**src/rtl/multi_lane_serializer.sv**
```systemverilog
// -----------------------------------------------------------------------------
// multi_lane_serializer
//
// Purpose:
//   Accepts DATA_WIDTH-bit hit words over a valid/ready handshake into a small
//   FIFO and shifts each word out MSB-first across LANES serial lanes. Each
//   lane carries a SEG = DATA_WIDTH/LANES bit slice of the word. Consecutive
//   words are sent back-to-back with no gap cycles. A fixed TEST_PATTERN word
//   can be sent in place of FIFO data. Everything runs on the output clock.
//
// Ports:
//   ClkOut         in   1           serial output clock, rising edge
//   Reset          in   1           synchronous, active-high reset
//   DataIn         in   DATA_WIDTH  word to transmit
//   DataValid      in   1           DataIn valid; accepted when DataReady=1
//   DataReady      out  1           FIFO can accept a word this cycle
//   EnTestPattern  in   1           1: transmit TEST_PATTERN instead of FIFO data
//   DataOut        out  LANES       serial data; lane k = DataIn[DW-1-k*SEG -: SEG]
//   FrameStart     out  1           high during the first bit period of each word
//   Busy           out  1           shifter is transmitting a word
//   WordCount      out  16          words transmitted since reset, wraps
// -----------------------------------------------------------------------------
module multi_lane_serializer #(
  parameter int unsigned           DATA_WIDTH   = 27,
  parameter int unsigned           LANES        = 1,
  parameter int unsigned           FIFO_DEPTH   = 4,
  parameter logic [DATA_WIDTH-1:0] TEST_PATTERN = 27'h4AACC0F
) (
  input  logic                  ClkOut,
  input  logic                  Reset,
  input  logic [DATA_WIDTH-1:0] DataIn,
  input  logic                  DataValid,
  output logic                  DataReady,
  input  logic                  EnTestPattern,
  output logic [LANES-1:0]      DataOut,
  output logic                  FrameStart,
  output logic                  Busy,
  output logic [15:0]           WordCount
);

  // ---------------------------------------------------------------------------
  // Derived sizes
  // ---------------------------------------------------------------------------
  localparam int unsigned SEG   = DATA_WIDTH / LANES;
  localparam int unsigned PTR_W = (FIFO_DEPTH > 1) ? $clog2(FIFO_DEPTH) : 1;
  localparam int unsigned CNT_W = $clog2(FIFO_DEPTH + 1);
  localparam int unsigned BIT_W = (SEG > 1) ? $clog2(SEG) : 1;

  // ---------------------------------------------------------------------------
  // Elaboration-time parameter checks
  // ---------------------------------------------------------------------------
  generate
    if ((DATA_WIDTH % LANES) != 0) begin : g_bad_lanes
      $error("multi_lane_serializer: DATA_WIDTH (%0d) must be a multiple of LANES (%0d)",
             DATA_WIDTH, LANES);
    end
    if ((FIFO_DEPTH < 2) || ((FIFO_DEPTH & (FIFO_DEPTH - 1)) != 0)) begin : g_bad_depth
      $error("multi_lane_serializer: FIFO_DEPTH (%0d) must be a power of 2 and >= 2",
             FIFO_DEPTH);
    end
  endgenerate

  // ---------------------------------------------------------------------------
  // FSM state
  // ---------------------------------------------------------------------------
  typedef enum logic {
    S_IDLE  = 1'b0,
    S_SHIFT = 1'b1
  } state_t;

  state_t r_state;
  state_t w_state_next;

  // ---------------------------------------------------------------------------
  // Storage
  // ---------------------------------------------------------------------------
  logic [DATA_WIDTH-1:0] r_mem [FIFO_DEPTH];
  logic [PTR_W-1:0]      r_wr_ptr;
  logic [PTR_W-1:0]      r_rd_ptr;
  logic [CNT_W-1:0]      r_count;
  logic                  r_ready;

  logic [DATA_WIDTH-1:0] r_shift;
  logic [BIT_W-1:0]      r_bitcnt;
  logic                  r_frame_start;
  logic [15:0]           r_word_count;

  // ---------------------------------------------------------------------------
  // Combinational control
  // ---------------------------------------------------------------------------
  logic                  w_push;
  logic                  w_pop;
  logic                  w_load;
  logic                  w_fifo_empty;
  logic                  w_have_src;
  logic                  w_last_bit;
  logic [CNT_W-1:0]      w_count_next;
  logic [DATA_WIDTH-1:0] w_shifted;

  // A push is only honoured while the registered ready is high; Reset has
  // priority so nothing is written on a reset edge.
  assign w_push       = DataValid & r_ready & ~Reset;
  assign w_fifo_empty = (r_count == '0);

  // Something is available to transmit at a load decision.
  assign w_have_src   = EnTestPattern | ~w_fifo_empty;
  assign w_last_bit   = (r_bitcnt == BIT_W'(SEG - 1));

  // Test-pattern loads leave the FIFO untouched, so queued data waits.
  assign w_pop        = w_load & ~EnTestPattern;

  // NOTE: every signal driven in an always_comb gets a default at the top of
  // the block; a path that leaves one unassigned would infer a latch.
  always_comb begin
    w_state_next = r_state;
    w_load       = 1'b0;
    case (r_state)
      S_IDLE: begin
        if (w_have_src) begin
          w_state_next = S_SHIFT;
          w_load       = 1'b1;
        end
      end
      S_SHIFT: begin
        // On the last bit of a word either chain straight into the next
        // word (no gap cycle) or fall back to idle.
        if (w_last_bit) begin
          if (w_have_src) begin
            w_load = 1'b1;
          end else begin
            w_state_next = S_IDLE;
          end
        end
      end
      default: begin
        w_state_next = S_IDLE;
      end
    endcase
  end

  // FIFO occupancy after this edge; a simultaneous push and pop cancel out.
  always_comb begin
    w_count_next = r_count;
    if (w_push && !w_pop) begin
      w_count_next = r_count + CNT_W'(1);
    end else if (w_pop && !w_push) begin
      w_count_next = r_count - CNT_W'(1);
    end
  end

  // Shift every lane left by one. The flat shift would carry the MSB of the
  // lower-order lane into the LSB of its neighbour, so each lane's LSB
  // (every multiple of SEG) is forced to zero.
  always_comb begin
    w_shifted = r_shift << 1;
    for (int k = 0; k < int'(LANES); k++) begin
      w_shifted[k*SEG] = 1'b0;
    end
  end

  // ---------------------------------------------------------------------------
  // FSM state register
  // ---------------------------------------------------------------------------
  // NOTE: sequential state is written only with non-blocking assignments so
  // every flop samples the pre-edge value of every other flop.
  always_ff @(posedge ClkOut) begin
    if (Reset) begin
      r_state <= S_IDLE;
    end else begin
      r_state <= w_state_next;
    end
  end

  // ---------------------------------------------------------------------------
  // FIFO control
  // ---------------------------------------------------------------------------
  always_ff @(posedge ClkOut) begin
    if (Reset) begin
      r_wr_ptr <= '0;
      r_rd_ptr <= '0;
      r_count  <= '0;
      r_ready  <= 1'b0;
    end else begin
      if (w_push) begin
        r_wr_ptr <= r_wr_ptr + PTR_W'(1);
      end
      if (w_pop) begin
        r_rd_ptr <= r_rd_ptr + PTR_W'(1);
      end
      r_count <= w_count_next;
      // Registered ready looks ahead at the post-edge occupancy so it is
      // never high while the FIFO is full.
      r_ready <= (w_count_next < CNT_W'(FIFO_DEPTH));
    end
  end

  // NOTE: the FIFO storage array has no reset; the pointers and count define
  // which entries are valid, and leaving the array unreset lets it map to
  // plain RAM or enable-only flops.
  always_ff @(posedge ClkOut) begin
    if (w_push) begin
      r_mem[r_wr_ptr] <= DataIn;
    end
  end

  // ---------------------------------------------------------------------------
  // Shifter, bit counter, frame marker, word counter
  // ---------------------------------------------------------------------------
  always_ff @(posedge ClkOut) begin
    if (Reset) begin
      r_shift       <= '0;
      r_bitcnt      <= '0;
      r_frame_start <= 1'b0;
      r_word_count  <= '0;
    end else if (w_load) begin
      r_shift       <= EnTestPattern ? TEST_PATTERN : r_mem[r_rd_ptr];
      r_bitcnt      <= '0;
      r_frame_start <= 1'b1;
      r_word_count  <= r_word_count + 16'd1;
    end else begin
      r_frame_start <= 1'b0;
      if (r_state == S_SHIFT) begin
        // The shift on the final bit empties every lane, so DataOut reads
        // zero once the FSM is back in idle.
        r_shift  <= w_shifted;
        r_bitcnt <= w_last_bit ? '0 : (r_bitcnt + BIT_W'(1));
      end
    end
  end

  // ---------------------------------------------------------------------------
  // Outputs: all taken straight from flops
  // ---------------------------------------------------------------------------
  always_comb begin
    DataOut = '0;
    for (int k = 0; k < int'(LANES); k++) begin
      DataOut[k] = r_shift[DATA_WIDTH-1-k*SEG];
    end
  end

  assign DataReady  = r_ready;
  assign FrameStart = r_frame_start;
  assign Busy       = (r_state == S_SHIFT);
  assign WordCount  = r_word_count;

endmodule
```
**config.mk**
```make
export PLATFORM = sky130hd
export DESIGN_NAME = multi_lane_serializer
export DESIGN_NICKNAME = d
export VERILOG_FILES = /design/src/rtl/multi_lane_serializer.sv
export SDC_FILE = /design/constraint.sdc
export NUM_CORES = 1
export LEC_CHECK = 0
export CORE_MARGIN = 5
export CORE_UTILIZATION = 60
export CTS_CLUSTER_DIAMETER = 80
export DETAILED_ROUTE_END_ITERATION = 6
export PLACE_DENSITY = 0.86
export SETUP_SLACK_MARGIN = 0.15
export SKIP_LAST_GASP = 1
export SYNTH_ARGS = -nofsm -noshare
export SYNTH_HDL_FRONTEND = slang
export SYNTH_SLANG_ARGS = --single-unit
```
**constraint.sdc**
```tcl
create_clock -name ClkOut -period 4.3 [get_ports ClkOut]
set_input_delay 0.86 -clock ClkOut [delete_from_list [all_inputs] [get_ports ClkOut]]
set_output_delay 0.86 -clock ClkOut [all_outputs]
set_load 0.005 [all_outputs]
```
==> out/qor.yml, run 1 <==
logic_synthesis:
  seq_area_frac_synth_pct: 66.0
  syn_inst: 475
  syn_nets: 518
  synth_top_area_cell: "edfxtp_1"
  ys.flop_type: "edfxtp_1"
  ys_seq_elements: 168
  yosysWarnings: 0
  syn-cell-area_um2: 6740
  ys_types: 50
  async_flop_share_pct: 0
  synth_top_area_share_pct: 48.1
  postSynthAreaPerCell_um2: 14.2
  synthTopCellsByArea: "edfxtp_1 (48%), dfxtp_1 (18%), mux4_2 (9.0%)"
  synth_enable_flop_cells: 108
sta:
  period_share_pct: 71.5
  fin_crit_ps: 3070
  slew_headroom_pct: 20.8
  setup_tns_ps: 0
  rsz0062_at_grt: "false"
  fin_hold_ws_ps: 496
  skew_ps: 11.9
  hold_violations: 0
  timing.fmax_ghz: 0.325
  worst_pin_slew_ps: 1190
  setup_viol: 0
  drv_slew: 0
critical_path:
  path_class: "reg -> out"
  path_buf_inv: 1
  path_cells: "clkdlybuf4s50_1"
  cp.required_ps: 3440
  crit_arrival_ps: 2210
  critical-path-top-delay-family: "flip-flops"
  path_max_fanout: 30
  max_stage_delay_ps: 1110
  crit_slowest_cell: "dfxtp_1"
  end_kind: "output pin"
  cp-start-kind: "flop"
global_routing:
  antenna_found_initial: 0
  grtUsageTotal_pct: 22.1
  grt_max_degree: 65
  grt_pass1_wl_mm: 22.2
  grt_pass1_vias: 4356
  overflow: 0
die:
  fp.dieW_um: 116
  io_pins: 51
  start_util_pct: 61.6
  fp-row-count: 38
  die-height_um: 116
  coreArea_um2: 10900
  die_area_um2: 13400
cts:
  cts_buffers: 17
  hold_buffers: 0
  cts_resized: 0
  cts_num_sinks: 168
  clk_latency_ps: 420
  ctsLongestPathBuffers: 2
  clk_pin_slew_ps: 70
  post-cts-setup-buffers: 0
  root_buffer: "clkbuf_16"
  cts_tree: "built"
  htreeDepth: 4
power_and_ir_drop:
  cellLeakagePower_nw: 2.62
  irDropWorstVdd_mv: 0.413
  power.density_nw_per_um2: 453
status:
  status: "finished, final reports clean"
detailed_routing:
  ant_nets: 0
  first_pass_iters: 5
  wirelength_mm: 13.8
  viasPerCell: 6.29
  wl_per_cell_um: 20.3
  via_count: 4268
  drtIter0Drc: 454
  drcViolationCount: 0
place:
  place_hpwl_mm: 7.96
  io_buffers: 50
  routabilityCongestion: 0.796
layout:
  syn_to_final_growth_pct: 17.5
  fillCellCount: 696
  antenna_cells: 0
  nNetsFinal: 569
  drive_above_1_share_pct: 15.0
hold_path:
  hp-class: "reg -> reg"
job:
  maxCapViolations: 0
## cells in the final DEF, fill, tap and decap left out, types with 4 or more instances in the layout
cell type,count
dfxtp_1,59
a32oi_1,11
a21oi_1,38
nor3_1,17
nor4_1,19
nor2b_1,5
ha_1,12
inv_1,13
o31ai_1,6
mux4_2,27
clkbuf_16,17
o21ai_0,15
xnor2_1,7
nand3_1,5
buf_4,10
edfxtp_1,108
and2_1,4
or4_1,4
a211oi_1,5
nor2_1,35
clkdlybuf4s50_1,49
nand2_1,18
## cell type report
type	instances	area, um2	area share (%)
inverters	14	52.6	0.664
clock inverters	13	119	1.50
flip-flops and latches	168	4450	56.1
multi-input cells	265	2120	26.8
clock buffers	19	433	5.47
well taps	140	175	2.21
repair buffers	60	571	7.21
## flip-flops by register name, indices dropped and copies added (netlist names), named ones only
signal and flops:
Busy 1, DataReady 1, FrameStart 1, WordCount 16
r_bitcnt 5, r_count 2, r_mem 108, r_rd_ptr 2
r_shift 27, r_wr_ptr 2
## power breakdown
group,internal [mW],switching (mW),total [mW]
clock,0.802,0.612,1.41
sequential,1.78,0.0679,1.85
combinational,0.153,0.173,0.326
total,2.74,0.853,3.59
## routing by layer
layer | global-route usage (%) | wire length (um)
met3 | 5.22 | 781
met2 | 40.4 | 7510
met4 | 8.43 | 267
met1 | 25.2 | 5210
met5 | 0 | 0
## path summary, 6_finish.rpt
path	end	slack, ps	depth (start not counted)	startpoint
hold reg to reg	r_shift[0]	500	2	r_shift[0]
setup reg to reg	r_shift[15]	1610	5	Busy
hold / removal	r_shift[0]	500	2	r_shift[0]
setup / recovery	Busy	1230	1	Busy
## synthesized netlist by cell type, drive strengths merged, types with 6 or more instances
cell    instances
edfxtp        108
dfxtp          60
a21oi          39
nor2           35
mux4           27
nor4           19
nand2          18
nor3           17
o21ai          16
buf            15
inv            14
clkbuf         13
ha             12
a32oi          11
xnor2           7
o31ai           6
## logic make-up after synthesis
family          count (synthesis)  share of synthesized area (%)
compound gates                 93                           9.03
xor+xnor                        8                           1.04
fa+ha+maj                      12                           2.23
buf+inv                        42                           2.60
flops                         168                           66.0
mux                            31                           9.69
simple gates                  121                           9.45
## per-stage QoR
step / power [mW] / util, % / instances / instance area, um2 / setup slack (ps)
5_1_grt: 3.72 / 72.4 / 679 / 7920 / 1170
3_3_place_gp: 2.18 / 67.4 / 647 / 7370 / 1220
3_5_place_dp: 2.20 / 67.4 / 647 / 7370 / 1150
4_1_cts: 3.60 / 72.4 / 679 / 7920 / 1270
2_1_floorplan: 2.08 / - / 475 / 6740 / 1820
6_report: 3.59 / 72.4 / 679 / 7920 / 1230
No activity file was read; power rests on OpenSTA's default activity.
==> run 2, diff against run 1 <==
CORE_UTILIZATION = 52   (was 60)
PLACE_DENSITY = 0.79   (was 0.86)
clock period = 2.7 ns   (was 4.3 ns; I/O delays follow)
==> out/qor.yml, run 2 (synthesized netlist as in run 1, its figures left out) <==
sta:
  period_share_pct: 85.0
  worst_pin_slew_ps: 652  # -534 ps
  drv_slew: 0  # unchanged
  fin_hold_ws_ps: 466  # -30.4 ps
  fin_crit_ps: 2290
  timing.fmax_ghz: 0.436
  hold_violations: 0  # unchanged
  setup_viol: 0  # unchanged
  setup_tns_ps: 0  # unchanged
  slew_headroom_pct: 56.5  # +36 points
  rsz0062_at_grt: "false"
  skew_ps: 4.64  # -7.24 ps
layout:
  nNetsFinal: 580  # +1.9%
  final_cell_mix: "edfxtp_1 (108), dfxtp_1 (59), clkdlybuf4s50_1 (49)"
  largest_register_ffs: 108  # unchanged
  antenna_cells: 0  # unchanged
  fillCellCount: 919  # +32%
  fin_cells: 722  # +6.3%
  regMostFlops: "r_mem"
  drive_above_1_share_pct: 16.9  # +1.9 points
  syn_to_final_growth_pct: 21.1
  fin_area_um2: 8160  # +3.1%
  final_common_cell: "edfxtp_1"
cts:
  post-cts-setup-buffers: 0  # unchanged
  cts_buffers: 17  # unchanged
  clk_pin_slew_ps: 60  # about the same
  cts_resized: 0  # unchanged
  hold_buffers: 0  # unchanged
  root_buffer: "clkbuf_16"
  clk_latency_ps: 420  # about the same
  ctsLongestPathBuffers: 2  # unchanged
  htreeDepth: 4  # unchanged
  cts_tree: "built"
  cts_num_sinks: 168  # unchanged
die:
  die-height_um: 124  # +6.8%
  io_pins: 51  # unchanged
  die_area_um2: 15300  # +14%
  fp-row-count: 41  # +7.9%
  coreArea_um2: 12700  # +16%
  fp.dieW_um: 124  # +6.8%
  start_util_pct: 53.2  # -8.4 points
power_and_ir_drop:
  power_mw: 5.96  # +66%
  cellLeakagePower_nw: 2.71  # +3.8%
  power.density_nw_per_um2: 731  # +61%
  irDropWorstVdd_mv: 0.719  # +74%
critical_path:
  path_buf_inv: 2  # +1
  cp-start-kind: "flop"
  crit_arrival_ps: 2640  # +430 ps
  end_kind: "flop"
  max_stage_delay_ps: 370  # -740 ps
  critical-path-top-delay-family: "simple AND/OR/NAND/NOR gates"
  cp.required_ps: 3050  # -390 ps
  path_class: "reg -> reg"
  path_cells: "inv_1, ha_1, nor3b_2, a211oi_1, inv_1, ha_1, and3b_1, a21oi_1, or3_1, a21oi_1"
  crit_slowest_cell: "dfxtp_1"
  path_max_fanout: 6  # -80%
detailed_routing:
  ant_nets: 0  # unchanged
  via_count: 4266  # -0.047%
  drtIter0Drc: 296  # -35%
  wirelength_mm: 13.8  # -0.12%
  wl_per_cell_um: 19.0  # -6.1%
  viasPerCell: 5.91  # -6.0%
  drcViolationCount: 0  # unchanged
  first_pass_iters: 5  # unchanged
place:
  routabilityCongestion: 0.790  # -0.85%
  place_hpwl_mm: 8.67  # +8.9%
  io_buffers: 50  # unchanged
  postPlaceCellArea_um2: 7540  # +2.3%
  dp.cells: 690  # +6.6%
global_routing:
  grt_pass1_wl_mm: 22.0  # -0.96%
  grtUsageTotal_pct: 19.1  # -3.0 points
  antenna_found_initial: 0  # unchanged
  overflow: 0  # unchanged
  grt_pass1_vias: 4338  # -0.41%
  grt_max_degree: 65  # unchanged
hold_path:
  hp-class: "reg -> reg"
job:
  maxCapViolations: 0  # unchanged
status:
  status: "finished, final reports clean"
## run 2: final timing paths
| path | from | end | slack (ps) | depth (start not counted) |
|---|---|---|---|---|
| setup / recovery | r_count[0] | flop | 410 | 10 |
| hold / removal | r_shift[0] | r_shift[0] | 470 | 2 |
| hold reg to reg | r_shift[0] | r_shift[0] | 470 | 2 |
| setup reg to reg | r_count[0] | flop | 410 | 10 |
## run 2: worst reg2reg max path, stage by stage, from the launching register on
cell,delay [ps]
dfxtp_1,370
inv_1,80
ha_1,220
nor3b_2,160
a211oi_1,290
inv_1,80
ha_1,240
and3b_1,240
a21oi_1,70
or3_1,320
a21oi_1,150
## run 2: area by class of cell
| cell class | count | area, um2 | share of cell area, % |
|---|---|---|---|
| multi-input combinational | 265 | 2120 | 26.0 |
| clock inverter | 9 | 98.8 | 1.21 |
| tap | 172 | 215 | 2.64 |
| sequential | 168 | 4450 | 54.5 |
| inverter | 14 | 52.6 | 0.644 |
| timing repair buffer | 71 | 703 | 8.62 |
| clock buffer | 23 | 522 | 6.39 |
## run 2: power by group
group	internal, mW	total, mW	leakage (nW)	switching, mW
combinational	0.266	0.573	0.946	0.307
sequential	2.84	2.92	1.47	0.0795
clock	1.48	2.47	0.300	0.994
total	4.58	5.96	2.71	1.38
## run 2: per-stage QoR
| stage | utilization [%] | setup WS, ps |
|---|---|---|
| final | 64.4 | 406 |
| after global placement | 59.5 | 189 |
| after floorplan | - | 362 |
| after global routing | 64.4 | 285 |
| after detailed placement | 59.5 | 94.2 |
| after CTS | 64.4 | 413 |
## run 2: per-layer routing
| layer | GRT usage, % | part of all wire, % | vias up |
|---|---|---|---|
| li1 | - | - | 1975 |
| met3 | 5.95 | 5.5 | 27 |
| met1 | 23.1 | 41 | 2123 |
| met2 | 32.3 | 51 | 141 |
| met4 | 7.13 | 2.4 | 0 |
| met5 | 0 | 0 | - |
==> run 3, diff against run 2 <==
clock period = 2.1 ns   (was 2.7 ns; I/O delays follow)
==> out/qor.yml, run 3 (synthesized netlist as in run 1, its figures left out) <==
detailed_routing:
  wl_met3_um: 703  # -7.3%
  first_pass_iters: 4  # -1
  wirelength_mm: 13.6  # -1.3%
  drcViolationCount: 0  # unchanged
  routed-wl-met2_mm: 7.03  # -0.26%
  ant_nets: 0  # unchanged
  via_count: 4284  # +0.42%
  met1_length_mm: 5.49  # -2.3%
  drtIter0Drc: 283  # -4.4%
  viasPerCell: 5.78  # -2.2%
  wl_per_cell_um: 18.3  # -3.9%
  top_layer: "met4"
place:
  routabilityCongestion: 0.838  # +6.1%
  io_buffers: 50  # unchanged
  place_hpwl_mm: 8.94  # +3.0%
  postPlaceCellArea_um2: 7780  # +3.3%
  dp.cells: 705  # +2.2%
  post-place-ws_ps: -225  # -319 ps
die:
  coreArea_um2: 12700  # unchanged
  io_pins: 51  # unchanged
  start_util_pct: 53.2  # unchanged
  die_area_um2: 15300  # unchanged
  die-height_um: 124  # unchanged
  fp-row-count: 41  # unchanged
  fp.dieW_um: 124  # unchanged
sta:
  setup_tns_ps: 0  # unchanged
  rsz0062_at_grt: "true"
  worst_pin_slew_ps: 640  # -11.7 ps
  fin_crit_ps: 1950  # -341 ps
  timing.fmax_ghz: 0.512  # +17%
  skew_ps: 8.77  # +4.14 ps
  drv_slew: 0  # unchanged
  setup_viol: 0  # unchanged
  hold_violations: 0  # unchanged
  fin_hold_ws_ps: 465  # -1.31 ps
  slew_headroom_pct: 57.3  # +0.78 points
  period_share_pct: 93.0  # +8.0 points
  setup_ws_ps: 147  # -259 ps
global_routing:
  grt_max_degree: 65  # unchanged
  grt_pass1_wl_mm: 21.7  # -1.2%
  antenna_found_initial: 0  # unchanged
  grtUsageTotal_pct: 19.0  # -0.11 points
  grt_pass1_vias: 4376  # +0.88%
  overflow: 0  # unchanged
layout:
  syn_to_final_growth_pct: 24.6
  antenna_cells: 0  # unchanged
  nNetsFinal: 599  # +3.3%
  fin_cells: 741  # +2.6%
  fin_area_um2: 8400  # +2.9%
  final_cell_mix: "edfxtp_1 (108), dfxtp_1 (54), clkdlybuf4s50_1 (49)"
  final_common_cell: "edfxtp_1"
  drive_above_1_share_pct: 22.3  # +5.4 points
  regMostFlops: "r_mem"
  largest_register_ffs: 108  # unchanged
  utilization_pct: 66.3  # +1.9 points
critical_path:
  cp-start-kind: "flop"
  crit_arrival_ps: 2310  # -330 ps
  path_class: "reg -> reg"
  end_kind: "flop"
  path_max_fanout: 3  # -3
  reg2reg_setup_slack_ps: 150  # -260 ps
  cp.required_ps: 2460  # -590 ps
power_and_ir_drop:
  power.density_nw_per_um2: 895  # +22%
  cellLeakagePower_nw: 2.81  # +3.6%
  irDropWorstVdd_mv: 0.726  # +0.91%
  power_mw: 7.52  # +26%
cts:
  htreeDepth: 4  # unchanged
  ctsLongestPathBuffers: 2  # unchanged
  cts_num_sinks: 168  # unchanged
  root_buffer: "clkbuf_16"
  cts_buffers: 17  # unchanged
  clk_latency_ps: 430  # about the same
  hold_buffers: 0  # unchanged
  cts_tree: "built"
  clk_pin_slew_ps: 60  # about the same
hold_path:
  hp-class: "reg -> reg"
job:
  maxCapViolations: 0  # unchanged
status:
  status: "finished, final reports clean"
-- run 3: final timing paths --
path | startpoint | endpoint | cells past startpoint
worst max-delay path | r_bitcnt[0] | flop | 10
worst min-delay path | r_shift[0] | r_shift[0] | 2
worst max register to register | r_bitcnt[0] | flop | 10
worst min register to register | r_shift[0] | r_shift[0] | 2
-- run 3: worst max-delay path: stages, from the launching register on --
cell,delay [ps]
dfxtp_4,340
inv_2,60
ha_4,140
nand4b_4,120
a211oi_4,280
inv_1,80
ha_2,180
and3b_1,200
a21oi_1,60
or3_1,320
a21oi_1,120
-- run 3: per-layer routing --
layer | GRT usage, % | vias to the layer above
met1 | 21.8 | 2120
met5 | 0 | -
met2 | 33.1 | 128
met4 | 8.79 | 0
met3 | 5.22 | 30
li1 | - | 2006
-- run 3: cell type report --
cell class	count	area, um2
multi-input cells	265	2170
fillers	876	4270
repair buffers	90	933
flip-flops and latches	168	4460
clock buffers	19	433
inverters	14	52.6
clock inverters	13	136
well taps	172	215
-- run 3: power breakdown --
| part | total (mW) | switching (mW) | internal (mW) | leakage [nW] |
|---|---|---|---|---|
| clock network | 2.95 | 1.28 | 1.67 | 0.269 |
| registers | 3.73 | 0.0798 | 3.65 | 1.47 |
| logic | 0.838 | 0.429 | 0.409 | 1.07 |
| total | 7.52 | 1.79 | 5.73 | 2.81 |
-- run 3: timing repair --
action                     in CTS  in global routing
gates cloned                    0                  0
buffers inserted                3                  1
pin swaps                       1                  1
gates resized for setup         6                  1
setup endpoints to repair       6                 11
==> RTL edit: new RTL, settings of run 3 <==
Change the parameter `FIFO_DEPTH` from 4 to 8.
--- a/src/rtl/multi_lane_serializer.sv
+++ b/src/rtl/multi_lane_serializer.sv
@@ -24,5 +24,5 @@
   parameter int unsigned           DATA_WIDTH   = 27,
   parameter int unsigned           LANES        = 1,
-  parameter int unsigned           FIFO_DEPTH   = 4,
+  parameter int unsigned           FIFO_DEPTH   = 8,
   parameter logic [DATA_WIDTH-1:0] TEST_PATTERN = 27'h4AACC0F
 ) (
Formal check against the unedited RTL: not equivalent (Yosys sat finds a counterexample within 10 cycles, from zero or initial values and one cycle with Reset high).
==> RTL edit against run 3 <==
Critical path depth down 1. Power rose by 70%. Count of clock-buffer cells in the layout up 24. Sequential cell count increased by 112. Synthesized cell count increased by 38%. Highest routed layer unchanged. Design area up 65%. First-iteration DRC count rose by 50%. Synthesized area up 64%. Worst setup slack worse by 0.14 ns. Wire length up 73%. Die area up 58%. Clock power is 72% higher.
==> RTL edit: results (changes against run 3) <==
status completed (unchanged); Post-Route WL 23500 um (was 13600 um); CP peak stage delay 0.39 ns (was 0.34 ns); cell count after synthesis 654 (was 475); sequential element share of the synthesized area 70.4% (was 66.0%); Via density 5.98 (was 5.78); multiplexer area fraction after synthesis 13.8% (was 9.69%); first-pass GRT wire length 35500 um (was 21700 um); largest net degree at the start of global routing 46 (was 65); adder-cell share of the synthesized area 1.13% (was 2.23%); most frequent cells after synthesis edfxtp_1, dfxtp_1, mux4_2, nand2_1, clkbuf_1 (was edfxtp_1, dfxtp_1, a21oi_1, nor2_1, mux4_2); Post-synth EDFFs 216 (was 108); Synth Area in Compound Gates 6.88% (was 9.03%); GRT Total Usage 18.7% (was 19.0%); count of cell types in the netlist 51 (was 50); post-synthesis area per instance 16.9 um^2 (was 14.2 um^2); cell family with most CP delay compound AO/OA/AOI/OAI gates (was simple AND/OR/NAND/NOR gates); CP max stage cell a211oi_4 (was dfxtp_4); Detailed Place HPWL 13600 um (was 8940 um); share of cells above drive strength 1 32.4% (was 22.3%); H-tree levels 1 (was 4); Max FO, Critical Path 7 (was 3); vias in the first global route 6440 (was 4376); nets@finish 800 (was 599); Non-Filler Instances 1056 (was 741); Inst Count DP 987 (was 705); cts bufs inserted 28 (was 17); max reg flops 216 (was 108); Worst Skew 0.0114 ns (was 0.00877 ns); Pleak 4.53 nW (was 2.81 nW)
[RTL edit: final timing paths]
kind,from,to,slack [ns],cells after the start
hold / removal,Reset,r_wr_ptr[2],0.14,2
hold reg to reg,r_shift[0],r_shift[0],0.48,2
setup reg to reg,r_bitcnt[0],DataReady,0.01,9
setup / recovery,r_bitcnt[0],DataReady,0.01,9
[RTL edit: power by group]
part,internal [mW],switching (mW)
clock network,3.12,1.97
logic,0.699,0.686
registers,6.14,0.147
[RTL edit: cells by family (layout without fill, tap and decap cells)]
family                   count (synthesis)  count (layout)
flip-flops                             280             280
AO/OA/AOI/OAI                          113             113
AND/OR/NAND/NOR                        112             112
multiplexers                            83              83
buffers and inverters                   47             174
adder cells (fa/ha/maj)                 10              10
XOR/XNOR                                 9               9
[RTL edit: through the flow]
stage	cell area (um^2)	setup slack, ns
finish	13800	0.0108
global route	13800	-0.110
CTS	13500	0.0546
detailed placement	12400	-0.328
global placement	12400	-0.268
floorplan	11200	-0.241
[RTL edit: layout make-up]
cell class / count / area share (%)
Timing Repair Buffer: 113 / 9.09
Tap cell: 275 / 2.49
Clock buffer: 43 / 6.06
Sequential cell: 280 / 56.3
Multi-Input combinational cell: 327 / 24.8
Inverter: 9 / 0.298
Clock inverter: 9 / 0.940
[RTL edit: layer usage]
layer	routed length, um	part of all wire (%)	global-route usage, %	up-vias
li1	-	-	-	2850
met1	9510	40	24.9	3231
met2	12200	52	32.6	196
met3	1440	6.1	3.30	36
met4	389	1.7	3.75	0
met5	0	0	0	-
[RTL edit: worst reg2reg max path: cells and delay by family (launching register included)]
family / cells / cell delay (ns)
compound gates: 3 / 0.98
buf+inv: 2 / 0.11
flops: 1 / 0.34
fa+ha+maj: 2 / 0.34
simple gates: 2 / 0.22
